--- config.mk ---
export PLATFORM = sky130hd
export DESIGN_NAME = sd_spi_card_responder
export DESIGN_NICKNAME = d
export VERILOG_FILES = /design/src/rtl/sd_spi_card_responder.sv
export SDC_FILE = /design/constraint.sdc
export NUM_CORES = 1
export LEC_CHECK = 0
export ABC_AREA = 1
export BUFFER_PORTS_ARGS = -buffer_cell sky130_fd_sc_hd__buf_2
export CAP_MARGIN = 30
export CORE_ASPECT_RATIO = 2
export CORE_MARGIN = 8
export CORE_UTILIZATION = 30
export CTS_CLUSTER_DIAMETER = 40
export DETAILED_ROUTE_END_ITERATION = 6
export SKIP_LAST_GASP = 1
export SLEW_MARGIN = 5
export SYNTH_ARGS = -nofsm -noshare
export SYNTH_HDL_FRONTEND = slang
export SYNTH_SLANG_ARGS = --single-unit
--- constraint.sdc ---
create_clock -name clk -period 3.1 [get_ports clk]
set_input_delay 0.31 -clock clk [delete_from_list [all_inputs] [get_ports clk]]
set_output_delay 0.31 -clock clk [all_outputs]
set_load 0.005 [all_outputs]
--- src/rtl/sd_spi_card_responder.sv ---
// SD-card SPI-mode responder: decodes host command frames on cs/sclk/mosi and answers
// on miso with R1/R3/R7, single-block read data and write handshakes over a byte memory.
module sd_spi_card_responder #(
   parameter int NUM_BLOCKS     = 64,
   parameter int MEM_AW         = 15,
   parameter int ACMD41_RETRIES = 2,
   parameter int BUSY_BYTES     = 4
) (
   input  logic              clk,
   input  logic              rst,
   input  logic              cs,
   input  logic              sclk,
   input  logic              mosi,
   output logic              miso,
   output logic [MEM_AW-1:0] mem_addr,
   input  logic [7:0]        mem_rdata,
   output logic [7:0]        mem_wdata,
   output logic              mem_we,
   output logic              card_ready,
   output logic [5:0]        last_cmd,
   output logic [31:0]       debug
);

   typedef enum logic [3:0] {
      WAIT_CMD = 4'd0,  CMD_ARG  = 4'd1,  CMD_CRC = 4'd2,  NCR     = 4'd3,
      RESP     = 4'd4,  RD_TOKEN = 4'd5,  RD_DATA = 4'd6,  RD_CRC  = 4'd7,
      WR_WAIT  = 4'd8,  WR_DATA  = 4'd9,  WR_CRC  = 4'd10, WR_RESP = 4'd11,
      WR_BUSY  = 4'd12
   } state_e;

   function automatic logic [MEM_AW-1:0] blk_addr(input logic [22:0] blk, input logic [9:0] cnt);
      logic [MEM_AW-1:0] a;
      a = MEM_AW'({blk, 9'd0}) + MEM_AW'(cnt);
      return a;
   endfunction

   logic sclk_meta_q, sclk_sync_q, sclk_prev_q;
   logic cs_meta_q, cs_sync_q, mosi_meta_q, mosi_sync_q;

   state_e            state_q, state_d;
   logic [2:0]        bit_cnt_q, bit_cnt_d;
   logic [6:0]        rx_shift_q, rx_shift_d;
   logic [7:0]        tx_shift_q, tx_shift_d;
   logic              miso_q, miso_d;
   logic [9:0]        byte_cnt_q, byte_cnt_d;
   logic [5:0]        cmd_q, cmd_d;
   logic [31:0]       arg_q, arg_d;
   logic [31:0]       ext_q, ext_d;
   logic              has_ext_q, has_ext_d;
   logic              data_ok_q, data_ok_d;
   logic              app_q, app_d;
   logic              idle_q, idle_d;
   logic              ready_q, ready_d;
   logic [7:0]        retry_q, retry_d;
   logic [MEM_AW-1:0] mem_addr_q, mem_addr_d;
   logic [7:0]        mem_wdata_q, mem_wdata_d;
   logic              mem_we_q, mem_we_d;

   logic       rise_s, fall_s, byte_done_s;
   logic [7:0] rx_byte_s, tx_load_s;

   assign rise_s    = sclk_sync_q & ~sclk_prev_q;
   assign fall_s    = ~sclk_sync_q & sclk_prev_q;
   assign rx_byte_s = {rx_shift_q, mosi_sync_q};

   // Bit layer plus byte-level protocol FSM; tx_load_s is the byte sent in the next slot.
   always_comb begin
      state_d     = state_q;
      bit_cnt_d   = bit_cnt_q;
      rx_shift_d  = rx_shift_q;
      tx_shift_d  = tx_shift_q;
      miso_d      = miso_q;
      byte_cnt_d  = byte_cnt_q;
      cmd_d       = cmd_q;
      arg_d       = arg_q;
      ext_d       = ext_q;
      has_ext_d   = has_ext_q;
      data_ok_d   = data_ok_q;
      app_d       = app_q;
      idle_d      = idle_q;
      ready_d     = ready_q;
      retry_d     = retry_q;
      mem_addr_d  = mem_addr_q;
      mem_wdata_d = mem_wdata_q;
      mem_we_d    = 1'b0;
      byte_done_s = 1'b0;
      tx_load_s   = 8'hFF;

      if (cs_sync_q) begin
         bit_cnt_d  = 3'd0;
         byte_cnt_d = 10'd0;
         state_d    = WAIT_CMD;
         miso_d     = 1'b1;
         tx_shift_d = 8'hFF;
      end else begin
         if (rise_s) begin
            rx_shift_d  = rx_byte_s[6:0];
            bit_cnt_d   = bit_cnt_q + 3'd1;
            byte_done_s = (bit_cnt_q == 3'd7);
         end else if (fall_s) begin
            miso_d     = tx_shift_q[7];
            tx_shift_d = {tx_shift_q[6:0], 1'b1};
         end else begin
            bit_cnt_d = bit_cnt_q;
         end

         if (byte_done_s) begin
            case (state_q)
               WAIT_CMD: begin
                  if (rx_byte_s[7:6] == 2'b01) begin
                     cmd_d      = rx_byte_s[5:0];
                     byte_cnt_d = 10'd0;
                     state_d    = CMD_ARG;
                  end else begin
                     state_d = WAIT_CMD;
                  end
               end
               CMD_ARG: begin
                  arg_d = {arg_q[23:0], rx_byte_s};
                  if (byte_cnt_q == 10'd3) begin
                     byte_cnt_d = 10'd0;
                     state_d    = CMD_CRC;
                  end else begin
                     byte_cnt_d = byte_cnt_q + 10'd1;
                  end
               end
               CMD_CRC: state_d = NCR;
               NCR: begin
                  state_d    = RESP;
                  byte_cnt_d = 10'd0;
                  has_ext_d  = 1'b0;
                  ext_d      = 32'd0;
                  data_ok_d  = 1'b0;
                  app_d      = 1'b0;
                  tx_load_s  = {7'd0, idle_q};
                  case (cmd_q)
                     6'd0: begin
                        idle_d    = 1'b1;
                        ready_d   = 1'b0;
                        retry_d   = 8'd0;
                        tx_load_s = 8'h01;
                     end
                     6'd8: begin
                        has_ext_d = 1'b1;
                        ext_d     = {16'h0000, 8'h01, arg_q[7:0]};
                     end
                     6'd55: app_d = 1'b1;
                     6'd41: begin
                        if (!app_q) begin
                           tx_load_s = {5'd0, 1'b1, 1'b0, idle_q};
                        end else if (retry_q < 8'(ACMD41_RETRIES)) begin
                           retry_d   = retry_q + 8'd1;
                           tx_load_s = 8'h01;
                        end else begin
                           idle_d    = 1'b0;
                           ready_d   = 1'b1;
                           tx_load_s = 8'h00;
                        end
                     end
                     6'd58: begin
                        has_ext_d = 1'b1;
                        ext_d     = 32'hC0FF_8000;
                     end
                     6'd16: tx_load_s = {7'd0, idle_q};
                     6'd17, 6'd24: begin
                        if (idle_q) begin
                           tx_load_s = 8'h05;
                        end else if (arg_q >= 32'(NUM_BLOCKS)) begin
                           tx_load_s = 8'h20;
                        end else begin
                           tx_load_s = 8'h00;
                           data_ok_d = 1'b1;
                        end
                     end
                     default: tx_load_s = {5'd0, 1'b1, 1'b0, idle_q};
                  endcase
               end
               RESP: begin
                  if (has_ext_q && (byte_cnt_q < 10'd4)) begin
                     tx_load_s  = ext_q[31:24];
                     ext_d      = {ext_q[23:0], 8'h00};
                     byte_cnt_d = byte_cnt_q + 10'd1;
                  end else begin
                     byte_cnt_d = 10'd0;
                     if (data_ok_q && (cmd_q == 6'd17)) begin
                        state_d = RD_TOKEN;
                     end else if (data_ok_q && (cmd_q == 6'd24)) begin
                        state_d = WR_WAIT;
                     end else begin
                        state_d = WAIT_CMD;
                     end
                  end
               end
               RD_TOKEN: begin
                  tx_load_s  = 8'hFE;
                  byte_cnt_d = 10'd0;
                  state_d    = RD_DATA;
               end
               RD_DATA: begin
                  tx_load_s = mem_rdata;
                  if (byte_cnt_q == 10'd511) begin
                     byte_cnt_d = 10'd0;
                     state_d    = RD_CRC;
                  end else begin
                     byte_cnt_d = byte_cnt_q + 10'd1;
                  end
               end
               RD_CRC: begin
                  if (byte_cnt_q == 10'd1) begin
                     byte_cnt_d = 10'd0;
                     state_d    = WAIT_CMD;
                  end else begin
                     byte_cnt_d = byte_cnt_q + 10'd1;
                  end
               end
               WR_WAIT: begin
                  if (rx_byte_s == 8'hFE) begin
                     byte_cnt_d = 10'd0;
                     state_d    = WR_DATA;
                  end else if (rx_byte_s == 8'hFF) begin
                     state_d = WR_WAIT;
                  end else begin
                     state_d = WAIT_CMD;
                  end
               end
               WR_DATA: begin
                  mem_we_d    = 1'b1;
                  mem_addr_d  = blk_addr(arg_q[22:0], byte_cnt_q);
                  mem_wdata_d = rx_byte_s;
                  if (byte_cnt_q == 10'd511) begin
                     byte_cnt_d = 10'd0;
                     state_d    = WR_CRC;
                  end else begin
                     byte_cnt_d = byte_cnt_q + 10'd1;
                  end
               end
               WR_CRC: begin
                  if (byte_cnt_q == 10'd1) begin
                     tx_load_s  = 8'h05;
                     byte_cnt_d = 10'd0;
                     state_d    = WR_RESP;
                  end else begin
                     byte_cnt_d = byte_cnt_q + 10'd1;
                  end
               end
               WR_RESP: begin
                  tx_load_s  = 8'h00;
                  byte_cnt_d = 10'd0;
                  state_d    = WR_BUSY;
               end
               WR_BUSY: begin
                  if (byte_cnt_q == 10'(BUSY_BYTES - 1)) begin
                     byte_cnt_d = 10'd0;
                     state_d    = WAIT_CMD;
                  end else begin
                     tx_load_s  = 8'h00;
                     byte_cnt_d = byte_cnt_q + 10'd1;
                  end
               end
               default: state_d = WAIT_CMD;
            endcase
            tx_shift_d = tx_load_s;
         end else begin
            byte_done_s = 1'b0;
         end
      end

      // Read address runs one byte ahead so mem_rdata is settled long before the load.
      if (state_d == RD_DATA) begin
         mem_addr_d = blk_addr(arg_q[22:0], byte_cnt_d);
      end else begin
         mem_we_d = mem_we_d;
      end
   end

   // Input synchronizers and protocol state registers.
   always_ff @(posedge clk) begin
      if (rst) begin
         sclk_meta_q <= 1'b0;
         sclk_sync_q <= 1'b0;
         sclk_prev_q <= 1'b0;
         cs_meta_q   <= 1'b1;
         cs_sync_q   <= 1'b1;
         mosi_meta_q <= 1'b1;
         mosi_sync_q <= 1'b1;
         state_q     <= WAIT_CMD;
         bit_cnt_q   <= 3'd0;
         rx_shift_q  <= 7'd0;
         tx_shift_q  <= 8'hFF;
         miso_q      <= 1'b1;
         byte_cnt_q  <= 10'd0;
         cmd_q       <= 6'd0;
         arg_q       <= 32'd0;
         ext_q       <= 32'd0;
         has_ext_q   <= 1'b0;
         data_ok_q   <= 1'b0;
         app_q       <= 1'b0;
         idle_q      <= 1'b0;
         ready_q     <= 1'b0;
         retry_q     <= 8'd0;
         mem_addr_q  <= '0;
         mem_wdata_q <= 8'd0;
         mem_we_q    <= 1'b0;
      end else begin
         sclk_meta_q <= sclk;
         sclk_sync_q <= sclk_meta_q;
         sclk_prev_q <= sclk_sync_q;
         cs_meta_q   <= cs;
         cs_sync_q   <= cs_meta_q;
         mosi_meta_q <= mosi;
         mosi_sync_q <= mosi_meta_q;
         state_q     <= state_d;
         bit_cnt_q   <= bit_cnt_d;
         rx_shift_q  <= rx_shift_d;
         tx_shift_q  <= tx_shift_d;
         miso_q      <= miso_d;
         byte_cnt_q  <= byte_cnt_d;
         cmd_q       <= cmd_d;
         arg_q       <= arg_d;
         ext_q       <= ext_d;
         has_ext_q   <= has_ext_d;
         data_ok_q   <= data_ok_d;
         app_q       <= app_d;
         idle_q      <= idle_d;
         ready_q     <= ready_d;
         retry_q     <= retry_d;
         mem_addr_q  <= mem_addr_d;
         mem_wdata_q <= mem_wdata_d;
         mem_we_q    <= mem_we_d;
      end
   end

   assign miso       = miso_q;
   assign mem_addr   = mem_addr_q;
   assign mem_wdata  = mem_wdata_q;
   assign mem_we     = mem_we_q;
   assign card_ready = ready_q;
   assign last_cmd   = cmd_q;
   assign debug      = {4'd0, state_q, byte_cnt_q, bit_cnt_q, idle_q, 10'd0};

endmodule

* After elaboration in Yosys (flattened, before gate mapping)
Cells that the tools add are included.
Cells by class: add/sub/neg operators 5, multiply operators 0, divide/modulo/power cells 0, order comparisons 3, eq/ne operators 33, shift operators 0, muxes and demuxes 60, bitwise operators 7, reductions and logical operators 30
Operator list (count):
- one-hot mux 32 bit (2 select lines) | 2
- 2-to-1 mux 10 bit | 8
- one-hot mux 10 bit (7 select lines) | 1
- 2-to-1 mux 8 bit | 8
- 2-to-1 mux 15 bit | 4
- one-hot mux 8 bit (7 select lines) | 1
- 2-to-1 mux 4 bit | 13
- one-hot mux 4 bit (13 select lines) | 1
- greater-or-equal comparator 32 x 7 -> 1 bit, second input constant | 1
- 2-to-1 mux 32 bit | 1
- adder 15 x 10 -> 15 bit | 2
- one-hot mux 6 bit (4 select lines) | 1
- equality test 4 x 3 -> 1 bit, second input constant | 5
- equality test 4 bit, second input constant | 5
- equality test 6 x 5 -> 1 bit, second input constant | 3
- equality test 6 bit, second input constant | 3
- equality test 8 bit, second input constant | 2
- one-hot mux 8 bit (2 select lines) | 1
- 2-to-1 mux 1 bit | 14
- 2-to-1 mux 6 bit | 2
- AND reduction 3 bit | 4
- AND reduction 6 bit | 2
- OR reduction 2 bit | 6
- adder 10 x 1 -> 10 bit, second input constant | 1
- 26 further kinds | 47
Storage, ports and cells: flip-flop bits (word level) 147, bits in latches 0, bits in writable memories 0, memory bits (read-only) 0, input bits 13, output and inout port bits 64, logic and storage cells 163, memories kept 0

* Logic depth before layout (Yosys ltp)
Gate-level depths: netlist (run 1).
depth after elaboration 11, depth in mapped cells 22

* Worst setup path after synthesis (run 1)
OpenSTA, ideal clock, no wires.
kind reg-to-reg, start point register bit_cnt_q[0], end point register mem_addr_q[13] (netlist: mem_addr[13]), library setup time 0.113 ns, arrival time 2.598 ns, data required time 2.987 ns, setup slack 0.390 ns, cell stages (with the launch flop) 18, buffers on the path 0, clock period less this slack 2.710 ns, cell sequence dfxtp_1 -> ha_1 -> ha_1 -> inv_1 -> nor2_4 -> nand2_1 -> nor2_4 -> nand3_1 -> a22o_1 -> nand2_1 -> o21ai_0 -> ha_1 -> ha_1 -> nand3_1 -> xor2_1 -> nand2_2 -> nand2_1 -> nor2_1
On the way: word-level cells in the longest chain between the ends 8, elaborated cells on any way between the ends 14, classes of those cells 1 x add/sub; 3 x eq/ne; 7 x mux; 3 x reduce/logical
Ends and longest elaborated chain:
- start, declared | line 41 | logic [2:0] bit_cnt_q, bit_cnt_d;
- start signal, assigned | line 313 | bit_cnt_q <= bit_cnt_d;
- equality test 3 bit (*) | line 99 | byte_done_s = (bit_cnt_q == 3'd7);
- 2-to-1 mux 1 bit (*) | line 96 | if (rise_s) begin
- 2-to-1 mux 1 bit (*) | line 89 | if (cs_sync_q) begin
- parallel branches: the longest is 5 deep, another holds adder 15 x 10 -> 15 bit
- end signal, assigned | line 327 | mem_addr_q <= mem_addr_d;
- end, declared | line 55 | logic [MEM_AW-1:0] mem_addr_q, mem_addr_d;
Mark *: on every way between the ends. The select of a mux whose other input is x is not followed. A chain may end at the register's enable or synchronous reset.

* Worst setup path in the final report (run 1)
start point register state_q[0], end point register mem_addr_q[13] (netlist: mem_addr[13])
On the way: word-level cells in the longest chain between the ends 7, elaborated cells on any way between the ends 37, classes of those cells 1 x add/sub; 14 x eq/ne; 14 x mux; 8 x reduce/logical
Ends and longest elaborated chain:
- start, declared | line 40 | state_e state_q, state_d;
- start signal, assigned | line 312 | state_q <= state_d;
- equality test 4 x 2 -> 1 bit (tied with other cells) | line 108 | case (state_q)
- OR reduction 3 bit (no line) (tied with other cells)
- one-hot mux 10 bit (7 select lines) / 2-to-1 mux 4 bit (equally long branches) | line 108, 107
- 2-to-1 mux 10 bit / 2-to-1 mux 4 bit (equally long branches) | line 107, 89
- 2-to-1 mux 10 bit / equality test 4 x 3 -> 1 bit (equally long branches) | line 89, 269
- adder 15 x 10 -> 15 bit (tied with other cells) | line 33 | a = MEM_AW'({blk, 9'd0}) + MEM_AW'(cnt);
- 2-to-1 mux 15 bit / AND reduction 3 bit (equally long branches)
Parallel ways exist; a longest one is shown, timed or not.

==> flow_metrics.env, run 1 <==
export IMPL_fin_skew_ps=11.8
export IMPL_worst_slew_pin_slew_ps=802
export IMPL_die_area_sq_mm=0.0282
export IMPL_wl_per_cell_microns=15.0
export IMPL_max_cap_viol_count=0
export IMPL_postCtsSetupRepairBufs=0
export IMPL_setup_ws_ps=157
export IMPL_synth_top_area_share=0.429
export IMPL_synthMuxAreaShare=0
export IMPL_dr_pass1_iters=4
export IMPL_worstSkewPairLatency_ps=440
export IMPL_synth_largest_area_cell="dfxtp_1"
export IMPL_gr_total_overflow=0
export IMPL_slew_headroom=0.463
export IMPL_synth_adder_area_share=0.0128
export IMPL_grt_pass1_vias=6212
export IMPL_insertedDiodeCount=0
export IMPL_worstSetupPathType="reg2reg"
export IMPL_async_flop_share=0
export IMPL_grt_pass1_wl_microns=32000
export IMPL_ant_nets=0
export IMPL_layout_worst_path_cycle_share=0.950
export IMPL_worst_setup_path_start_kind="register"
export IMPL_cp_arrival_ps=3270
export IMPL_ir_worst_vdd_mv=0.349
export IMPL_cts_root_buf="clkbuf_16"
export IMPL_yosysWarnings=0
export IMPL_core_sq_mm=0.0225
export IMPL_antenna_found_initial=0
export IMPL_fmax_mhz=340
export IMPL_post_place_ws_ps=-15.1
export IMPL_initial_core_util=0.304
export IMPL_synthXorXnorAreaFrac=0.00767
export IMPL_synthSimpleGateAreaFrac=0.295
export IMPL_grt_use_total=0.146
export IMPL_power_density_mw_per_mm2=498
export IMPL_reg2reg_depth=17
export IMPL_ios=77
export IMPL_slew_violations=0
export IMPL_syn_inst=970
export IMPL_postSynthAreaPerCell_sq_um=7.07
export IMPL_crit_path_end_kind="register"
export IMPL_min_path_type="in2reg"
export IMPL_netlist_area_sq_mm=0.00686
export IMPL_via_per_inst=4.81
export IMPL_rsz0062_at_grt="no"
export IMPL_status="complete, no violations"
export IMPL_die_width_microns=123
export IMPL_vias=6407
export IMPL_syn_to_final_growth_pct=17.8
export IMPL_rows=78
export IMPL_portBuffers=62
export IMPL_setup_viol=0
export IMPL_synth_edf_count=0
export IMPL_cts_max_level=4
export IMPL_dp_cells=1301
export IMPL_clk_pin_slew_worst_paths_ps=60
export IMPL_synth_top_family_by_area="simple AND/OR/NAND/NOR gates"
export IMPL_netlist_top_cells_count="193 x nand2_1, 177 x nor2_1, 147 x dfxtp_1"
export IMPL_total_power_uw=4020
export IMPL_layout_cells_non_filler=1333
export IMPL_fin_setup_tns_ps=0
export IMPL_grt_max_degree=68
export IMPL_synth_compound_area_frac=0.169
export IMPL_ys_types=41
export IMPL_clock_sinks=147
export IMPL_yosys_most_used_dff="dfxtp_1"
export IMPL_seq_area_frac_synth=0.429
export IMPL_crit_path_max_fanout=7
export IMPL_drive_above_1_share=0.164
export IMPL_post_route_min_period_ps=2940
export IMPL_drt_iter0_markers=488
export IMPL_ys_ff_latch=147
export IMPL_holdPathStages=2
export IMPL_routed_wl_microns=20000
export IMPL_hpwl_microns=15200
export IMPL_required_ps=3430
export IMPL_place_congestion=0.975
export IMPL_synthMostInstantiatedCell="nand2_1"
export IMPL_fillCellCount=2407
export IMPL_finalHoldViolCount=0
export IMPL_die_h_microns=230
export IMPL_cts_tree="yes"
export IMPL_finalHoldWorstSlack_ps=64.2
export IMPL_drc=0
export IMPL_clk_path_buf_depth=2
export IMPL_cts_buffers=17
export IMPL_leakage_uw=0.00348
export IMPL_nets=1060
export IMPL_synthTopCellsByArea="dfxtp_1 43%, nand2_1 11%, nor2_1 9.7%"
what timing repair did:
item | 4_1_cts | 5_1_grt
gates resized for setup | 1 | 1
endpoints found under the setup margin | 1 | 2
hold buffers | 0 | 0
per-layer routing:
metal	share of wire	GRT usage	up-vias
li1	-	-	3273
met4	0.055	0.0977	0
met5	0	0	-
met2	0.51	0.256	147
met1	0.39	0.149	2932
met3	0.044	0.0317	55
sequential cells by signal, summed over array words and instances, names as in the netlist, 3 cells and up:
| signal | cells |
|---|---|
| arg_q | 32 |
| ext_q | 32 |
| mem_addr | 15 |
| byte_cnt_q | 10 |
| mem_wdata | 8 |
| retry_q | 8 |
| tx_shift_q | 8 |
| rx_shift_q | 7 |
| last_cmd | 6 |
| state_q | 4 |
| bit_cnt_q | 3 |
kinds of logic after synthesis:
family | count (synthesis)
AND/OR/NAND/NOR | 472
AO/OA/AOI/OAI | 206
flip-flops | 147
buffers and inverters | 131
adder cells (fa/ha/maj) | 7
XOR/XNOR | 6
other | 1
power breakdown:
part	switching [uW]	leakage [uW]	internal, uW
Sequential	4.28	0.00119	1890
Combinational	55.9	0.00200	20.5
Clock	905	0.000288	1140
Total	965	0.00348	3050
metrics by stage:
stage	util	cell area [sq um]
2_1_floorplan	-	6900
3_3_place_gp	0.332	7480
3_5_place_dp	0.332	7480
4_1_cts	0.358	8080
5_1_grt	0.358	8080
6_report	0.358	8080
critical path, stage by stage (launching register included):
cell     delay [ps]
dfxtp_1         490
inv_2           100
nand2_2         220
nor2_1          160
o21ai_1         240
nand2_1          90
nor2_1          240
nand2_2          80
a22o_1          180
nand2_1          70
o21ai_1          90
ha_1            210
ha_1            210
nand3_1         100
xor2_1          180
nand2_2          60
nand2_1          60
nor2_1           40
layout by cell type (no fill, tap or decap), types with 7 or more instances in the layout:
cell type,synthesis,routed
buf_4,18,29
nand2_2,11,11
nand2_1,193,193
nor3_1,9,9
nand3_1,44,44
ha_1,7,7
dfxtp_1,147,147
conb_1,1,14
a211oi_1,14,14
buf_2,13,62
inv_1,68,68
inv_2,10,10
nor2_2,9,9
o21ai_0,79,77
a21oi_1,83,83
nand4_1,12,12
nor2_1,177,177
clkbuf_16,0,17
cell type report:
type,instances,area (sq um),area share
Clock buffer,17,425,0.0527
Tap cell,280,350,0.0434
Inverter,78,293,0.0362
Sequential cell,147,2940,0.364
Clock inverter,15,168,0.0208
Multi-Input combinational cell,705,3370,0.417
Timing Repair Buffer,91,528,0.0654
path summary, 6_finish.rpt:
kind / from / endpoint / slack, ps
setup / recovery: state_q[0] / mem_addr[13] / 160
hold / removal: mosi / mosi_meta_q / 60
setup reg to reg: state_q[0] / mem_addr[13] / 160
hold reg to reg: sclk_meta_q / sclk_sync_q / 400
(Power assumes the default switching activity.)
==> run 2: changes to the inputs <==
PLACE_DENSITY = 0.43   (was unset)
==> run 2 against run 1 <==
Worst hold slack got worse by 18 ps. Final cell count hardly changed. Largest cell class unchanged. Critical path depth unchanged. Register-to-register slack better by 90 ps. Critical path type unchanged. Global-route usage up 1.2 points. Wire length up 6.7%. Design area down 0.31%. Sequential power about the same. First-iteration DRC count is 34% lower. Largest power group unchanged. Die area is the same.
==> flow_metrics.env, run 2 (synthesized netlist as in run 1, its figures left out) <==
export IMPL_status="complete, no violations"
export IMPL_place_congestion=0.947
export IMPL_nets=1060
export IMPL_syn_to_final_growth_pct=17.5
export IMPL_vias=6253
export IMPL_setup_viol=0
export IMPL_cp_arrival_ps=3190
export IMPL_fillCellCount=2460
export IMPL_wl_per_cell_microns=16.0
export IMPL_grt_max_degree=41
export IMPL_cts_root_buf="clkbuf_16"
export IMPL_grt_pass1_vias=6086
export IMPL_crit_path_end_kind="register"
export IMPL_final_common_cell="nand2_1"
export IMPL_swShare=0.229
export IMPL_power_density_mw_per_mm2=491
export IMPL_core_sq_mm=0.0225
export IMPL_required_ps=3440
export IMPL_layout_worst_path_cycle_share=0.920
export IMPL_initial_core_util=0.304
export IMPL_dp_cells=1301
export IMPL_cts_max_level=4
export IMPL_fin_skew_ps=9.36
export IMPL_p_switching_uw=904
export IMPL_power_frac_seq=0.481
export IMPL_wl_met3_microns=997
export IMPL_layout_common_cells="193 x nand2_1, 176 x nor2_1, 146 x dfxtp_1"
export IMPL_total_power_uw=3950
export IMPL_fmax_mhz=351
export IMPL_cts_tree="yes"
export IMPL_met1_length_microns=8360
export IMPL_leakage_uw=0.00346
export IMPL_cts_buffers=17
export IMPL_ir_worst_vdd_mv=0.288
export IMPL_via_per_inst=4.69
export IMPL_die_width_microns=123
export IMPL_combinationalPowerShare=0.019
export IMPL_die_h_microns=230
export IMPL_clockPowerShare=0.500
export IMPL_slew_headroom=0.475
export IMPL_grt_pass1_wl_microns=33800
export IMPL_drive_above_1_share=0.165
export IMPL_slew_violations=0
export IMPL_holdPathStages=2
export IMPL_wl_met2_microns=11200
export IMPL_crit_path_max_fanout=7
export IMPL_layout_cells_non_filler=1332
export IMPL_worstSkewPairLatency_ps=440
export IMPL_die_area_sq_mm=0.0282
export IMPL_post_route_min_period_ps=2850
export IMPL_finalHoldViolCount=0
export IMPL_ios=77
export IMPL_ant_nets=0
export IMPL_drc=0
export IMPL_worst_slew_pin_slew_ps=785
export IMPL_clk_pin_slew_worst_paths_ps=60
export IMPL_top_layer_used="met4"
export IMPL_min_path_type="in2reg"
export IMPL_insertedDiodeCount=0
export IMPL_grt_use_total=0.157
export IMPL_rows=78
export IMPL_dr_pass1_iters=4
export IMPL_max_cap_viol_count=0
export IMPL_clock_sinks=147
export IMPL_worstSetupPathType="reg2reg"
export IMPL_intPower_uw=3050
export IMPL_drt_iter0_markers=321
export IMPL_antenna_found_initial=0
export IMPL_rsz0062_at_grt="yes"
export IMPL_gr_total_overflow=0
export IMPL_portBuffers=62
export IMPL_clk_path_buf_depth=2
export IMPL_hpwl_microns=16000
export IMPL_worst_setup_path_start_kind="register"
export IMPL_reg2reg_depth=17
export IMPL_routed_wl_microns=21300
## run 2: per-layer routing
layer,GRT usage,vias up
met1,0.165,2801
li1,-,3282
met2,0.281,135
met5,0,-
met3,0.0380,35
met4,0.0767,0
## run 2: through the flow
stage                     hold WS, ps  setup WS, ps   util  setup TNS [ps]  cell area [sq um]
final                            46.3           248  0.357               0               8050
after global routing             32.1         -15.1  0.357           -15.1               8050
after CTS                        19.0           171  0.357               0               8050
after detailed placement          395           178  0.332               0               7480
after global placement            390           148  0.332               0               7480
after floorplan                   388           390      -               0               6900
## run 2: power groups by stage
| stage | sequential (uW) | clock, uW | combinational [uW] |
|---|---|---|---|
| floorplan | 1940 | 0 | 64.0 |
| global placement | 1940 | 0 | 76.6 |
| detailed placement | 1940 | 0 | 76.5 |
| CTS | 1900 | 2050 | 76.5 |
| global route | 1900 | 2130 | 86.6 |
| finish | 1900 | 1980 | 75.6 |
## run 2: critical path, stage by stage (launching register included)
cell,delay (ps)
dfxtp_1,470
inv_2,110
nor2_1,240
nand2_1,130
inv_2,130
nand3_4,100
nand2_1,100
o21ai_1,100
nand2_1,160
nand3_2,140
o21ai_0,230
ha_1,200
nand3_1,110
nand3b_1,190
xor2_1,170
nand2_2,60
nand2_1,60
nor2_1,40
## run 2: layout make-up
| cell class | count | area [sq um] | share of cell area |
|---|---|---|---|
| multi-input cells | 705 | 3370 | 0.419 |
| repair buffers | 91 | 528 | 0.0656 |
| clock inverters | 9 | 70.1 | 0.00870 |
| inverters | 78 | 293 | 0.0364 |
| flip-flops and latches | 147 | 2940 | 0.366 |
| clock buffers | 22 | 494 | 0.0614 |
| well taps | 280 | 350 | 0.0435 |
## run 2: worst paths after layout
path          startpoint      endpoint  slack, ps
max           state_q[2]  mem_addr[14]        250
min                 mosi   mosi_meta_q         50
max reg2reg   state_q[2]  mem_addr[14]        250
min reg2reg  sclk_meta_q   sclk_sync_q        400
## run 2: timing repair
| item | in CTS | in global routing |
|---|---|---|
| endpoints found under the setup margin | 0 | 2 |
| hold buffers | 0 | 0 |
| setup buffers | 0 | 0 |
| gates resized for setup | 0 | 3 |
